File: config.mk
export PLATFORM = sky130hd
export DESIGN_NAME = ex_operand_stage_flat
export DESIGN_NICKNAME = d
export VERILOG_FILES = /design/src/rtl/ex_operand_stage_pkg.sv /design/src/rtl/ex_operand_stage_if.sv /design/src/rtl/ex_operand_stage_fwd_unit.sv /design/src/rtl/ex_operand_stage.sv /design/src/flat_wrapper.sv
export SDC_FILE = /design/constraint.sdc
export NUM_CORES = 1
export LEC_CHECK = 0
export CAP_MARGIN = 20
export CORE_MARGIN = 3
export CORE_UTILIZATION = 44
export DETAILED_ROUTE_END_ITERATION = 8
export PLACE_DENSITY_LB_ADDON = 0.1
export SLEW_MARGIN = 20
export SYNTH_ARGS = -nofsm -noshare
export SYNTH_HDL_FRONTEND = slang
export SYNTH_SLANG_ARGS = --single-unit
File: constraint.sdc
create_clock -name clk -period 3.1 [get_ports clk]
set_clock_uncertainty 0.05 [all_clocks]
set_input_delay 0.465 -clock clk [delete_from_list [all_inputs] [get_ports clk]]
set_output_delay 0.465 -clock clk [all_outputs]
set_load 0.05 [all_outputs]
File: src/rtl/ex_operand_stage_pkg.sv
// Shared CPU definitions: datapath widths, ALU op codes, forwarding select codes.
// Latency: none (types, constants and a pure helper function only).
// Backpressure: not applicable.
package cpu_pkg;

  localparam int XLEN   = 32;
  localparam int RIDX_W = 5;

  typedef logic [XLEN-1:0]   word_t;
  typedef logic [RIDX_W-1:0] ridx_t;

  // ALU op codes
  localparam logic [3:0] ALU_AND = 4'd0;
  localparam logic [3:0] ALU_OR  = 4'd1;
  localparam logic [3:0] ALU_ADD = 4'd2;
  localparam logic [3:0] ALU_SUB = 4'd3;
  localparam logic [3:0] ALU_XOR = 4'd4;
  localparam logic [3:0] ALU_SLT = 4'd5;
  localparam logic [3:0] ALU_SLL = 4'd6;
  localparam logic [3:0] ALU_SRL = 4'd7;
  localparam logic [3:0] ALU_SRA = 4'd8;

  // Operand source selects produced by the forwarding unit
  localparam logic [1:0] FWD_REG   = 2'd0;
  localparam logic [1:0] FWD_EXMEM = 2'd1;
  localparam logic [1:0] FWD_MEMWB = 2'd2;

  // ID/EX pipeline register contents
  typedef struct packed {
    logic       valid;
    ridx_t      rs1;
    ridx_t      rs2;
    ridx_t      rd;
    word_t      rs1_data;
    word_t      rs2_data;
    word_t      imm;
    word_t      pc;
    logic       src1_pc;
    logic       src2_imm;
    logic [3:0] aluctrl;
    logic       memread;
    logic       memwrite;
    logic       regwrite;
  } ex_regs_t;

  // EX/MEM is the younger producer, so it wins over MEM/WB; x0 is never forwarded.
  function automatic logic [1:0] fwd_select(ridx_t rs, ridx_t exmem_rd, logic exmem_we,
                                            ridx_t memwb_rd, logic memwb_we);
    logic [1:0] sel;
    sel = FWD_REG;
    if (rs != '0) begin
      if (exmem_we && (exmem_rd == rs))      sel = FWD_EXMEM;
      else if (memwb_we && (memwb_rd == rs)) sel = FWD_MEMWB;
    end
    return sel;
  endfunction

endpackage

File: src/rtl/ex_operand_stage_if.sv
// ID-to-EX bus: decoded fields, flush/stall, forwarding sources and ALU-facing outputs.
// Latency: wires only.
// Backpressure: stall_id flows back to ID; stall_ext freezes the stage.
interface ex_operand_stage_if;
  import cpu_pkg::*;

  logic       id_valid;
  ridx_t      id_rs1;
  ridx_t      id_rs2;
  ridx_t      id_rd;
  word_t      id_rs1_data;
  word_t      id_rs2_data;
  word_t      id_imm;
  word_t      id_pc;
  logic       id_src1_pc;
  logic       id_src2_imm;
  logic [3:0] id_aluctrl;
  logic       id_memread;
  logic       id_memwrite;
  logic       id_regwrite;
  logic       flush;
  logic       stall_ext;
  ridx_t      exmem_rd;
  logic       exmem_regwrite;
  word_t      exmem_result;
  ridx_t      memwb_rd;
  logic       memwb_regwrite;
  word_t      memwb_wdata;

  word_t      alu_src1;
  word_t      alu_src2;
  logic [3:0] alu_aluctrl;
  logic       ex_valid;
  ridx_t      ex_rd;
  logic       ex_regwrite;
  logic       ex_memread;
  logic       ex_memwrite;
  word_t      ex_store_data;
  logic       stall_id;

  modport master (
    output id_valid, id_rs1, id_rs2, id_rd, id_rs1_data, id_rs2_data, id_imm, id_pc,
           id_src1_pc, id_src2_imm, id_aluctrl, id_memread, id_memwrite, id_regwrite,
           flush, stall_ext, exmem_rd, exmem_regwrite, exmem_result,
           memwb_rd, memwb_regwrite, memwb_wdata,
    input  alu_src1, alu_src2, alu_aluctrl, ex_valid, ex_rd, ex_regwrite,
           ex_memread, ex_memwrite, ex_store_data, stall_id
  );

  modport slave (
    input  id_valid, id_rs1, id_rs2, id_rd, id_rs1_data, id_rs2_data, id_imm, id_pc,
           id_src1_pc, id_src2_imm, id_aluctrl, id_memread, id_memwrite, id_regwrite,
           flush, stall_ext, exmem_rd, exmem_regwrite, exmem_result,
           memwb_rd, memwb_regwrite, memwb_wdata,
    output alu_src1, alu_src2, alu_aluctrl, ex_valid, ex_rd, ex_regwrite,
           ex_memread, ex_memwrite, ex_store_data, stall_id
  );

endinterface

File: src/rtl/ex_operand_stage_fwd_unit.sv
// Forwarding unit: picks register, EX/MEM or MEM/WB as the source of each EX operand.
// Latency: purely combinational.
// Backpressure: none.
module fwd_unit
  import cpu_pkg::*;
(
  input  ridx_t      rs1_i,
  input  ridx_t      rs2_i,
  input  ridx_t      exmem_rd_i,
  input  logic       exmem_regwrite_i,
  input  ridx_t      memwb_rd_i,
  input  logic       memwb_regwrite_i,
  output logic [1:0] sel1_o,
  output logic [1:0] sel2_o
);

  // Resolve both sources against the two in-flight producers
  always_comb begin
    sel1_o = fwd_select(rs1_i, exmem_rd_i, exmem_regwrite_i, memwb_rd_i, memwb_regwrite_i);
    sel2_o = fwd_select(rs2_i, exmem_rd_i, exmem_regwrite_i, memwb_rd_i, memwb_regwrite_i);
  end

endmodule

File: src/rtl/ex_operand_stage.sv
// ID/EX register plus operand select: forwarding, PC/imm muxing, load-use stall generation.
// Latency: ID fields land in EX 1 cycle after capture; operand muxing is combinational.
// Backpressure: stall_ext freezes EX; a load-use hazard raises stall_id and inserts a bubble.
module ex_operand_stage
  import cpu_pkg::*;
(
  input  logic              clk,
  input  logic              rst_n,
  ex_operand_stage_if.slave ex_if
);

  ex_regs_t   ex_q, ex_d;
  logic       flush_pend_q, flush_pend_d;
  logic [1:0] sel1, sel2;
  word_t      fwd_rs1, fwd_rs2;
  logic       haz;

  // One forwarding unit; its rs2 select feeds both the ALU operand and the store data
  fwd_unit u_fwd (
    .rs1_i            (ex_q.rs1),
    .rs2_i            (ex_q.rs2),
    .exmem_rd_i       (ex_if.exmem_rd),
    .exmem_regwrite_i (ex_if.exmem_regwrite),
    .memwb_rd_i       (ex_if.memwb_rd),
    .memwb_regwrite_i (ex_if.memwb_regwrite),
    .sel1_o           (sel1),
    .sel2_o           (sel2)
  );

  function automatic word_t resolve(logic [1:0] sel, ridx_t rs, word_t regdata,
                                    word_t exres, word_t wbdata);
    word_t r;
    case (sel)
      FWD_EXMEM: r = exres;
      FWD_MEMWB: r = wbdata;
      default:   r = (rs == '0) ? '0 : regdata;
    endcase
    return r;
  endfunction

  // Forwarded source values from the EX registers and the bypass buses
  always_comb begin
    fwd_rs1 = resolve(sel1, ex_q.rs1, ex_q.rs1_data, ex_if.exmem_result, ex_if.memwb_wdata);
    fwd_rs2 = resolve(sel2, ex_q.rs2, ex_q.rs2_data, ex_if.exmem_result, ex_if.memwb_wdata);
  end

  // A load in EX whose rd is read by the ID instruction; immediate-form consumers stall too
  assign haz = ex_q.valid && ex_q.memread && (ex_q.rd != '0) && ex_if.id_valid &&
               ((ex_q.rd == ex_if.id_rs1) || (ex_q.rd == ex_if.id_rs2));

  assign ex_if.stall_id      = haz && !ex_if.stall_ext;
  assign ex_if.alu_src1      = ex_q.src1_pc  ? ex_q.pc  : fwd_rs1;
  assign ex_if.alu_src2      = ex_q.src2_imm ? ex_q.imm : fwd_rs2;
  assign ex_if.ex_store_data = fwd_rs2;
  assign ex_if.alu_aluctrl   = ex_q.aluctrl;
  assign ex_if.ex_valid      = ex_q.valid;
  assign ex_if.ex_rd         = ex_q.rd;
  assign ex_if.ex_regwrite   = ex_q.regwrite;
  assign ex_if.ex_memread    = ex_q.memread;
  assign ex_if.ex_memwrite   = ex_q.memwrite;

  // Next EX contents: hold on external stall, otherwise flush > hazard bubble > capture
  always_comb begin
    ex_d         = ex_q;
    flush_pend_d = flush_pend_q;
    if (ex_if.stall_ext) begin
      // a flush arriving during a freeze must still kill the next capture
      if (ex_if.flush) flush_pend_d = 1'b1;
    end else if (ex_if.flush || flush_pend_q) begin
      ex_d         = '0;
      flush_pend_d = 1'b0;
    end else if (haz) begin
      ex_d = '0;
    end else begin
      ex_d.valid    = ex_if.id_valid;
      ex_d.rs1      = ex_if.id_rs1;
      ex_d.rs2      = ex_if.id_rs2;
      ex_d.rd       = ex_if.id_rd;
      ex_d.rs1_data = ex_if.id_rs1_data;
      ex_d.rs2_data = ex_if.id_rs2_data;
      ex_d.imm      = ex_if.id_imm;
      ex_d.pc       = ex_if.id_pc;
      ex_d.src1_pc  = ex_if.id_src1_pc;
      ex_d.src2_imm = ex_if.id_src2_imm;
      ex_d.aluctrl  = ex_if.id_aluctrl;
      ex_d.memread  = ex_if.id_memread;
      ex_d.memwrite = ex_if.id_memwrite;
      ex_d.regwrite = ex_if.id_regwrite;
    end
  end

  // EX register state; reset clears everything including a pending flush
  always_ff @(posedge clk or negedge rst_n) begin
    if (!rst_n) begin
      ex_q         <= '0;
      flush_pend_q <= 1'b0;
    end else begin
      ex_q         <= ex_d;
      flush_pend_q <= flush_pend_d;
    end
  end

endmodule

File: src/flat_wrapper.sv
// flat-port wrapper written by rule: the top's interface ports become plain ports
module ex_operand_stage_flat import cpu_pkg::*;
  (clk, rst_n, ex_if_id_valid, ex_if_id_rs1, ex_if_id_rs2, ex_if_id_rd, ex_if_id_rs1_data, ex_if_id_rs2_data, ex_if_id_imm, ex_if_id_pc, ex_if_id_src1_pc, ex_if_id_src2_imm, ex_if_id_aluctrl, ex_if_id_memread, ex_if_id_memwrite, ex_if_id_regwrite, ex_if_flush, ex_if_stall_ext, ex_if_exmem_rd, ex_if_exmem_regwrite, ex_if_exmem_result, ex_if_memwb_rd, ex_if_memwb_regwrite, ex_if_memwb_wdata, ex_if_alu_src1, ex_if_alu_src2, ex_if_alu_aluctrl, ex_if_ex_valid, ex_if_ex_rd, ex_if_ex_regwrite, ex_if_ex_memread, ex_if_ex_memwrite, ex_if_ex_store_data, ex_if_stall_id);
  ex_operand_stage_if ex_if_i ();
  input  logic clk;
  input  logic rst_n;
  input wire logic [$bits(ex_if_i.id_valid)-1:0] ex_if_id_valid;
  input wire logic [$bits(ex_if_i.id_rs1)-1:0] ex_if_id_rs1;
  input wire logic [$bits(ex_if_i.id_rs2)-1:0] ex_if_id_rs2;
  input wire logic [$bits(ex_if_i.id_rd)-1:0] ex_if_id_rd;
  input wire logic [$bits(ex_if_i.id_rs1_data)-1:0] ex_if_id_rs1_data;
  input wire logic [$bits(ex_if_i.id_rs2_data)-1:0] ex_if_id_rs2_data;
  input wire logic [$bits(ex_if_i.id_imm)-1:0] ex_if_id_imm;
  input wire logic [$bits(ex_if_i.id_pc)-1:0] ex_if_id_pc;
  input wire logic [$bits(ex_if_i.id_src1_pc)-1:0] ex_if_id_src1_pc;
  input wire logic [$bits(ex_if_i.id_src2_imm)-1:0] ex_if_id_src2_imm;
  input wire logic [$bits(ex_if_i.id_aluctrl)-1:0] ex_if_id_aluctrl;
  input wire logic [$bits(ex_if_i.id_memread)-1:0] ex_if_id_memread;
  input wire logic [$bits(ex_if_i.id_memwrite)-1:0] ex_if_id_memwrite;
  input wire logic [$bits(ex_if_i.id_regwrite)-1:0] ex_if_id_regwrite;
  input wire logic [$bits(ex_if_i.flush)-1:0] ex_if_flush;
  input wire logic [$bits(ex_if_i.stall_ext)-1:0] ex_if_stall_ext;
  input wire logic [$bits(ex_if_i.exmem_rd)-1:0] ex_if_exmem_rd;
  input wire logic [$bits(ex_if_i.exmem_regwrite)-1:0] ex_if_exmem_regwrite;
  input wire logic [$bits(ex_if_i.exmem_result)-1:0] ex_if_exmem_result;
  input wire logic [$bits(ex_if_i.memwb_rd)-1:0] ex_if_memwb_rd;
  input wire logic [$bits(ex_if_i.memwb_regwrite)-1:0] ex_if_memwb_regwrite;
  input wire logic [$bits(ex_if_i.memwb_wdata)-1:0] ex_if_memwb_wdata;
  output wire logic [$bits(ex_if_i.alu_src1)-1:0] ex_if_alu_src1;
  output wire logic [$bits(ex_if_i.alu_src2)-1:0] ex_if_alu_src2;
  output wire logic [$bits(ex_if_i.alu_aluctrl)-1:0] ex_if_alu_aluctrl;
  output wire logic [$bits(ex_if_i.ex_valid)-1:0] ex_if_ex_valid;
  output wire logic [$bits(ex_if_i.ex_rd)-1:0] ex_if_ex_rd;
  output wire logic [$bits(ex_if_i.ex_regwrite)-1:0] ex_if_ex_regwrite;
  output wire logic [$bits(ex_if_i.ex_memread)-1:0] ex_if_ex_memread;
  output wire logic [$bits(ex_if_i.ex_memwrite)-1:0] ex_if_ex_memwrite;
  output wire logic [$bits(ex_if_i.ex_store_data)-1:0] ex_if_ex_store_data;
  output wire logic [$bits(ex_if_i.stall_id)-1:0] ex_if_stall_id;
  assign ex_if_i.id_valid = ex_if_id_valid;
  assign ex_if_i.id_rs1 = ex_if_id_rs1;
  assign ex_if_i.id_rs2 = ex_if_id_rs2;
  assign ex_if_i.id_rd = ex_if_id_rd;
  assign ex_if_i.id_rs1_data = ex_if_id_rs1_data;
  assign ex_if_i.id_rs2_data = ex_if_id_rs2_data;
  assign ex_if_i.id_imm = ex_if_id_imm;
  assign ex_if_i.id_pc = ex_if_id_pc;
  assign ex_if_i.id_src1_pc = ex_if_id_src1_pc;
  assign ex_if_i.id_src2_imm = ex_if_id_src2_imm;
  assign ex_if_i.id_aluctrl = ex_if_id_aluctrl;
  assign ex_if_i.id_memread = ex_if_id_memread;
  assign ex_if_i.id_memwrite = ex_if_id_memwrite;
  assign ex_if_i.id_regwrite = ex_if_id_regwrite;
  assign ex_if_i.flush = ex_if_flush;
  assign ex_if_i.stall_ext = ex_if_stall_ext;
  assign ex_if_i.exmem_rd = ex_if_exmem_rd;
  assign ex_if_i.exmem_regwrite = ex_if_exmem_regwrite;
  assign ex_if_i.exmem_result = ex_if_exmem_result;
  assign ex_if_i.memwb_rd = ex_if_memwb_rd;
  assign ex_if_i.memwb_regwrite = ex_if_memwb_regwrite;
  assign ex_if_i.memwb_wdata = ex_if_memwb_wdata;
  assign ex_if_alu_src1 = ex_if_i.alu_src1;
  assign ex_if_alu_src2 = ex_if_i.alu_src2;
  assign ex_if_alu_aluctrl = ex_if_i.alu_aluctrl;
  assign ex_if_ex_valid = ex_if_i.ex_valid;
  assign ex_if_ex_rd = ex_if_i.ex_rd;
  assign ex_if_ex_regwrite = ex_if_i.ex_regwrite;
  assign ex_if_ex_memread = ex_if_i.ex_memread;
  assign ex_if_ex_memwrite = ex_if_i.ex_memwrite;
  assign ex_if_ex_store_data = ex_if_i.ex_store_data;
  assign ex_if_stall_id = ex_if_i.stall_id;
  ex_operand_stage u_core (.clk(clk), .rst_n(rst_n), .ex_if(ex_if_i));
endmodule
==> results of run 1 <==
==> cell families (layout without fill, tap and decap cells) <==
kind of cell | count (synthesis) | in the layout | share of synthesized area [%]
flip-flops | 154 | 154 | 46.93
AND/OR/NAND/NOR | 216 | 216 | 13.94
XOR/XNOR | 30 | 30 | 3.200
other | 0 | 2 | 0
buffers and inverters | 116 | 444 | 5.927
multiplexers | 32 | 32 | 3.901
AO/OA/AOI/OAI | 289 | 289 | 26.10
==> final cells by class <==
type                       instances  share of cell area [%]
antenna                            2                 0.03803
clock buffer                      20                   3.547
sequential                       154                   29.31
clock inverter                    12                  0.9699
tap                              229                   2.177
multi-input combinational        567                   31.10
inverter                          32                  0.9128
timing repair buffer             380                   31.94
==> cells in the final DEF, fill, tap and decap left out, types with 7 or more instances in the layout <==
cell,synthesis,routed
clkdlybuf4s50_1,0,240
a22o_1,153,153
dfrtp_1,154,151
nand2_1,69,69
o21ai_1,0,68
buf_4,9,53
buf_12,0,38
buf_6,0,35
nor2_1,36,34
inv_1,32,32
a22oi_1,32,32
and3_1,33,29
o21ai_0,96,28
nor3b_1,32,25
mux2i_1,32,24
xnor2_1,24,23
clkbuf_16,0,22
or3_1,33,19
or3_4,0,14
mux2i_2,0,7
nor3b_2,0,7
==> state kept, by name, summed over array words and instances (netlist names) <==
register / cells
u_core.flush_pend_q: 1
u_core.ex_if.ex_regwrite: 1
u_core.ex_if.ex_rd: 5
u_core.ex_q: 140
u_core.ex_if.alu_aluctrl: 4
u_core.ex_if.ex_valid: 1
u_core.ex_if.ex_memwrite: 1
u_core.ex_if.ex_memread: 1
==> per-layer routing <==
metal  vias to the layer above  track usage (%)  wire, um
li1                       3693                -         -
met1                      4036            44.36     14920
met2                       414            48.62     15750
met3                        62            9.277      2914
met4                        12            10.36       930
met5                         -                0        57
==> worst register-to-register path, stage by stage, from the launching register on <==
cell,delay (ps)
dfrtp_1,440
nor3_1,320
a21oi_1,180
a2111oi_4,520
buf_12,400
a22o_1,260
==> synthesized netlist by cell type, types with 2 or more instances <==
library cell | number | area share, %
a22oi_1 | 32 | 2.9
nand4_1 | 3 | 0.23
nand3_1 | 3 | 0.18
nor3b_1 | 32 | 2.9
xor2_1 | 6 | 0.64
or4_1 | 2 | 0.18
clkbuf_1 | 60 | 2.7
buf_4 | 9 | 0.82
inv_1 | 32 | 1.5
nand2_1 | 69 | 3.2
and3_1 | 33 | 2.5
mux2i_1 | 32 | 3.9
or3_1 | 33 | 2.5
nor2_1 | 36 | 1.6
buf_2 | 14 | 0.85
dfrtp_1 | 154 | 47
xnor2_1 | 24 | 2.6
o21bai_1 | 2 | 0.18
a22o_1 | 153 | 16
o21ai_0 | 96 | 5.9
==> power groups by stage <==
stage	Clock, W	Sequential (W)	Combinational, W
3_3_place_gp	0	0.00230	0.00184
2_1_floorplan	0	0.00227	0.000966
3_5_place_dp	0	0.00230	0.00185
5_1_grt	0.00222	0.00229	0.00204
6_report	0.00211	0.00227	0.00195
4_1_cts	0.00215	0.00227	0.00190
==> what timing repair did <==
| item | in CTS | in global routing |
|---|---|---|
| hold buffers | 1 | 0 |
| endpoints found under the hold margin | 40 | 0 |
| gates resized for setup | 45 | 58 |
| buffers inserted | 0 | 4 |
| pin swaps | 1 | 22 |
| cloned | 0 | 6 |
| endpoints found under the setup margin | 35 | 94 |
==> worst min path at each step <==
stage	from	to	cells past startpoint
after floorplan	rst_n	u_core.ex_if.alu_aluctrl[0]$_DFFE_PN0N_	0
after global placement	rst_n	u_core.ex_if.ex_rd[2]$_DFFE_PN0N_	1
after detailed placement	u_core.ex_q[133]$_DFFE_PN0N_	u_core.ex_q[133]$_DFFE_PN0N_	1
after CTS	u_core.ex_q[122]$_DFFE_PN0N_	u_core.ex_q[122]$_DFFE_PN0N_	1
after global routing	u_core.ex_q[81]$_DFFE_PN0N_	u_core.ex_q[81]$_DFFE_PN0N_	1
final	u_core.ex_q[112]$_DFFE_PN0N_	u_core.ex_q[112]$_DFFE_PN0N_	1
==> per-stage QoR <==
stage          util (%)  cells  hold WS (ps)  TNS, ps
2_1_floorplan         -    837         119.4   -181.0
3_3_place_gp      66.22   1351         431.4   -2.903
3_5_place_dp      66.22   1351         432.7        0
4_1_cts           70.53   1384         454.2    -1371
5_1_grt           72.50   1395         467.3    -3313
6_report          72.51   1396         454.1    -1511
==> metrics.cfg, run 1 <==
[synthesis]
yosys_warnings = 0
syn-num-nets = 1070
synthDistinctLibCells = 32
yosysSeqAreaShare_pct = 46.93
synth_edf_count = 0
syn-cell-area_mm2 = 0.008212
dominantRegCellSynth = dfrtp_1
avgSynthCellArea_um2 = 9.811
synthCells = 837
synth.ff_latch_count = 154
async_reset_ff_share_pct = 100.0

[grt]
grt_pass1_vias = 8062
overflow = 0
grt_pass1_wl_um = 49510
track_usage_pct = 32.03
grt_max_degree = 106
antenna_found_initial = 7

[cts]
cts_buffers = 17
cts_sinks = 154
cts-root-buf = clkbuf_16
htree_num_levels = 4
clk_latency_ps = 420
cts_buffer_depth = 2
tritoncts = yes
clkTransAtPathRegs_ps = 60

[die]
start_util_pct = 45.25
io_pins = 343
rows = 49
die_w_um = 142.6
dieArea_mm2 = 0.02034
die-height_um = 142.6
core_mm2 = 0.01815

[sta]
worst_slew_pin_slew_ps = 610.4
timing.fmax_mhz = 313.4
setup_viol = 32
period_share_pct = 102.9
rsz0062_at_grt = true
drv_slew = 0
finalHoldViolCount = 0
setup_ws_ps = -91.18
finalCriticalPeriod_ps = 3191
relSlewSlack_pct = 59.31

[hold_path]
min-delay-path-class = flop to flop

[setup_path]
reg2reg_to = u_core.ex_q[113]$_DFFE_PN0N_
critPathCapture = ex_if_alu_src1[10]
worstSetupPathType = flop to primary output
crit_chain = buf_6 > xnor2_2 > nand4_1 > nor4_4 > buf_6 > clkbuf_16 > nor3b_2 > or3_4 > buf_8
worstPathRequired_ps = 2580
r2r_start = u_core.ex_if.ex_rd[1]$_DFFE_PN0N_
critical-path-max-stage-delay_ps = 420
cp_num_buf_inv = 4
slowest_stage = dfrtp_1
timing.critical_path.arrival_ps = 2680
critical_path.startpoint_type = flop
reg2reg_slack_ps = 870
cp_top_family = simple AND/OR/NAND/NOR gates
cp_max_fo = 8
cpMostUsedCell = buf_6
endpoint_kind = primary output
crit_path_start = u_core.ex_q[150]$_DFFE_PN0N_
worstSetupPathDepth = 9
r2r_cells = 5

[layout]
multiInputGateArea_mm2 = 0.004093
drive_above_1_share_pct = 18.54
layout.nets = 1385
stdcell_area_mm2 = 0.01316
regArea_mm2 = 0.003857
nFillCells = 1373
area_growth_pct = 60.25

[status]
violations = setup timing
status = finished, violations left

[pwr]
p_int_w = 0.004210
p_seq_share_pct = 35.9
switching_share_pct = 33.54
p_switching_w = 0.002125
p_per_area_mw_per_mm2 = 481.4
ir_drop_mv = 0.3321
finalPower_w = 0.006335
pwr-share-clk_pct = 33.3
leakagePower_nw = 5.847
p_comb_share_pct = 30.8

[job]
maxCapViolations = 0

[drt]
final_antenna_net_count = 0
viasPerCell = 5.886
drtIter0Drc = 862
first_pass_iters = 7
drc_errors = 0
wl_per_cell_um = 24.77
dr_total_vias = 8217
drt_wl_total_um = 34580

[placed_design]
post_dp_cell_area_mm2 = 0.01202
place_ws_ps = 17.12
place_congestion = 0.9801
hpwl_um = 24150
port_buffers = 342

(Power assumes the default switching activity.)
==> run 2, diff against run 1 <==
--- a/config.mk
+++ b/config.mk
@@ -7,7 +7,7 @@
 export LEC_CHECK = 0
 export CAP_MARGIN = 20
 export CORE_MARGIN = 3
-export CORE_UTILIZATION = 44
+export CORE_UTILIZATION = 47
 export DETAILED_ROUTE_END_ITERATION = 8
 export PLACE_DENSITY_LB_ADDON = 0.1
 export SLEW_MARGIN = 20
==> constraint.sdc (replaced) <==
create_clock -name clk -period 3.8 [get_ports clk]
set_clock_uncertainty 0.05 [all_clocks]
set_input_delay 0.57 -clock clk [delete_from_list [all_inputs] [get_ports clk]]
set_output_delay 0.57 -clock clk [all_outputs]
set_load 0.05 [all_outputs]
==> metrics.cfg, run 2 (same netlist as run 1, synthesis figures left out) <==
[placed_design]
place_congestion = 0.9629
port_buffers = 342
hpwl_um = 23400

[die]
die_w_um = 138.2
rows = 47
dieArea_mm2 = 0.01909
die-height_um = 138.2
core_mm2 = 0.01682
start_util_pct = 48.82
io_pins = 343

[layout]
largest_register = u_core.ex_q
most-common-layout-cells = clkdlybuf4s50_1, a22o_1, dfrtp_1
multiInputGateArea_mm2 = 0.003890
nFillCells = 1267
largest_reg_flops = 140
area_growth_pct = 52.96
regArea_mm2 = 0.003855
layout.nets = 1367
final_common_cell = clkdlybuf4s50_1
drive_above_1_share_pct = 13.60

[grt]
met2_usage_pct = 51.05
track_usage_pct = 33.52
busiest_layer = met2
overflow = 0
grt_pass1_vias = 8216
antenna_found_initial = 19
grt_pass1_wl_um = 49480
met1_usage_pct = 42.49
grt_max_degree = 141
grt_use_met3_pct = 14.57

[setup_path]
crit_chain = or4_1 > nor2_1 > nor4_4 > buf_4 > nor3b_1 > or3_1 > buf_4
r2r_start = u_core.ex_if.ex_rd[1]$_DFFE_PN0N_
reg2reg_to = u_core.ex_if.ex_rd[0]$_DFFE_PN0N_
critical-path-max-stage-delay_ps = 590
worstPathRequired_ps = 3180
timing.critical_path.arrival_ps = 2980
cp_num_buf_inv = 2
endpoint_kind = primary output
slowest_stage = nor3b_1
crit_path_start = u_core.ex_q[150]$_DFFE_PN0N_
cp_top_family = simple AND/OR/NAND/NOR gates
worstSetupPathDepth = 7
critical_path.startpoint_type = flop
critPathCapture = ex_if_alu_src1[12]
reg2reg_slack_ps = 1380
cp_max_fo = 37
worstSetupPathType = flop to primary output
cpMostUsedCell = buf_4
r2r_cells = 5

[cts]
cts-root-buf = clkbuf_16
cts_sinks = 154
htree_num_levels = 4
cts_buffer_depth = 2
cts_setup_buffers = 0
hold_buffers = 0
tritoncts = yes
clk_latency_ps = 420
cts_buffers = 17
clkTransAtPathRegs_ps = 60
cts_resized = 0

[drt]
wl_per_cell_um = 23.69
drtIter0Drc = 951
drt_wl_total_um = 32620
dr_total_vias = 8186
final_antenna_net_count = 0
drc_errors = 0
first_pass_iters = 7
viasPerCell = 5.945

[sta]
worst_slew_pin_slew_ps = 959.2
hold_ws_ps = 173.9
setup_viol = 0
fin_tns_setup_ps = 0
relSlewSlack_pct = 36.05
rsz0062_at_grt = false
timing.fmax_mhz = 277.8
finalCriticalPeriod_ps = 3600
drv_slew = 0
finalHoldViolCount = 0
period_share_pct = 94.73

[status]
status = complete, no violations

[pwr]
finalPower_w = 0.005071
p_per_area_mw_per_mm2 = 403.7
leakagePower_nw = 5.631
ir_drop_mv = 0.3581

[job]
maxCapViolations = 0

[hold_path]
min-delay-path-class = primary input to asynchronous set/reset pin

==> run 2: cell count changes in the layout (fill, tap and decap cells not counted), moves of 5 or more <==
| cell | previous run | this run |
|---|---|---|
| buf_6 | 35 | 1 |
| diode_2 | 2 | 10 |
| buf_8 | 5 | 0 |
| mux2i_2 | 7 | 0 |
| o21ai_0 | 28 | 96 |
| or3_1 | 19 | 33 |
| o21ai_1 | 68 | 0 |
| buf_4 | 53 | 80 |
| or3_4 | 14 | 0 |
| mux2i_1 | 24 | 32 |
| nor3b_2 | 7 | 0 |
| clkbuf_16 | 22 | 17 |
| nor3b_1 | 25 | 32 |
==> run 2: how the worst min path moves through the flow <==
stage	startpoint	to	slack, ps	depth (start not counted)
floorplan	rst_n	u_core.ex_if.alu_aluctrl[0]$_DFFE_PN0N_	220	0
global placement	u_core.ex_q[125]$_DFFE_PN0N_	u_core.ex_q[125]$_DFFE_PN0N_	430	1
detailed placement	u_core.ex_q[106]$_DFFE_PN0N_	u_core.ex_q[106]$_DFFE_PN0N_	430	1
CTS	rst_n	u_core.ex_if.ex_rd[2]$_DFFE_PN0N_	240	1
global route	rst_n	u_core.ex_if.ex_rd[2]$_DFFE_PN0N_	250	1
finish	rst_n	u_core.ex_if.ex_rd[2]$_DFFE_PN0N_	170	1
==> run 2: cell type report <==
type                    count  share of cell area [%]
flip-flops and latches    154                   30.69
diodes                     10                  0.1992
clock inverters            12                   1.305
repair buffers            362                   30.21
inverters                  32                  0.9563
well taps                 220                   2.191
clock buffers              20                   3.476
multi-input cells         567                   30.97
==> run 2: per-layer routing <==
layer	vias up	part of all wire [%]
met2	409	46
li1	3669	-
met4	22	3.1
met3	80	11
met5	-	0.43
met1	4006	39
==> run 2: where the power goes <==
group | internal (W) | total (W) | switching [W]
Sequential | 0.00176 | 0.00185 | 0.0000927
Combinational | 0.000632 | 0.00148 | 0.000844
Clock | 0.00104 | 0.00175 | 0.000704
Total | 0.00343 | 0.00507 | 0.00164
==> run 2: through the flow <==
step,instances,area [um^2],utilization [%],setup slack [ps]
after floorplan,837,8212,-,386.1
after global placement,1335,11940,70.96,436.7
after detailed placement,1335,11940,70.96,376.9
after CTS,1367,12540,74.54,262.2
after global routing,1371,12550,74.59,97.83
final,1377,12560,74.68,200.1
==> run 3, diff against run 2 <==
--- a/config.mk
+++ b/config.mk
@@ -8,6 +8,7 @@
 export CAP_MARGIN = 20
 export CORE_MARGIN = 3
 export CORE_UTILIZATION = 47
+export CTS_CLUSTER_SIZE = 24
 export DETAILED_ROUTE_END_ITERATION = 8
 export PLACE_DENSITY_LB_ADDON = 0.1
 export SLEW_MARGIN = 20
==> results of run 3 <==
The final DEF is identical to that of run 2; final timing and power are the same.
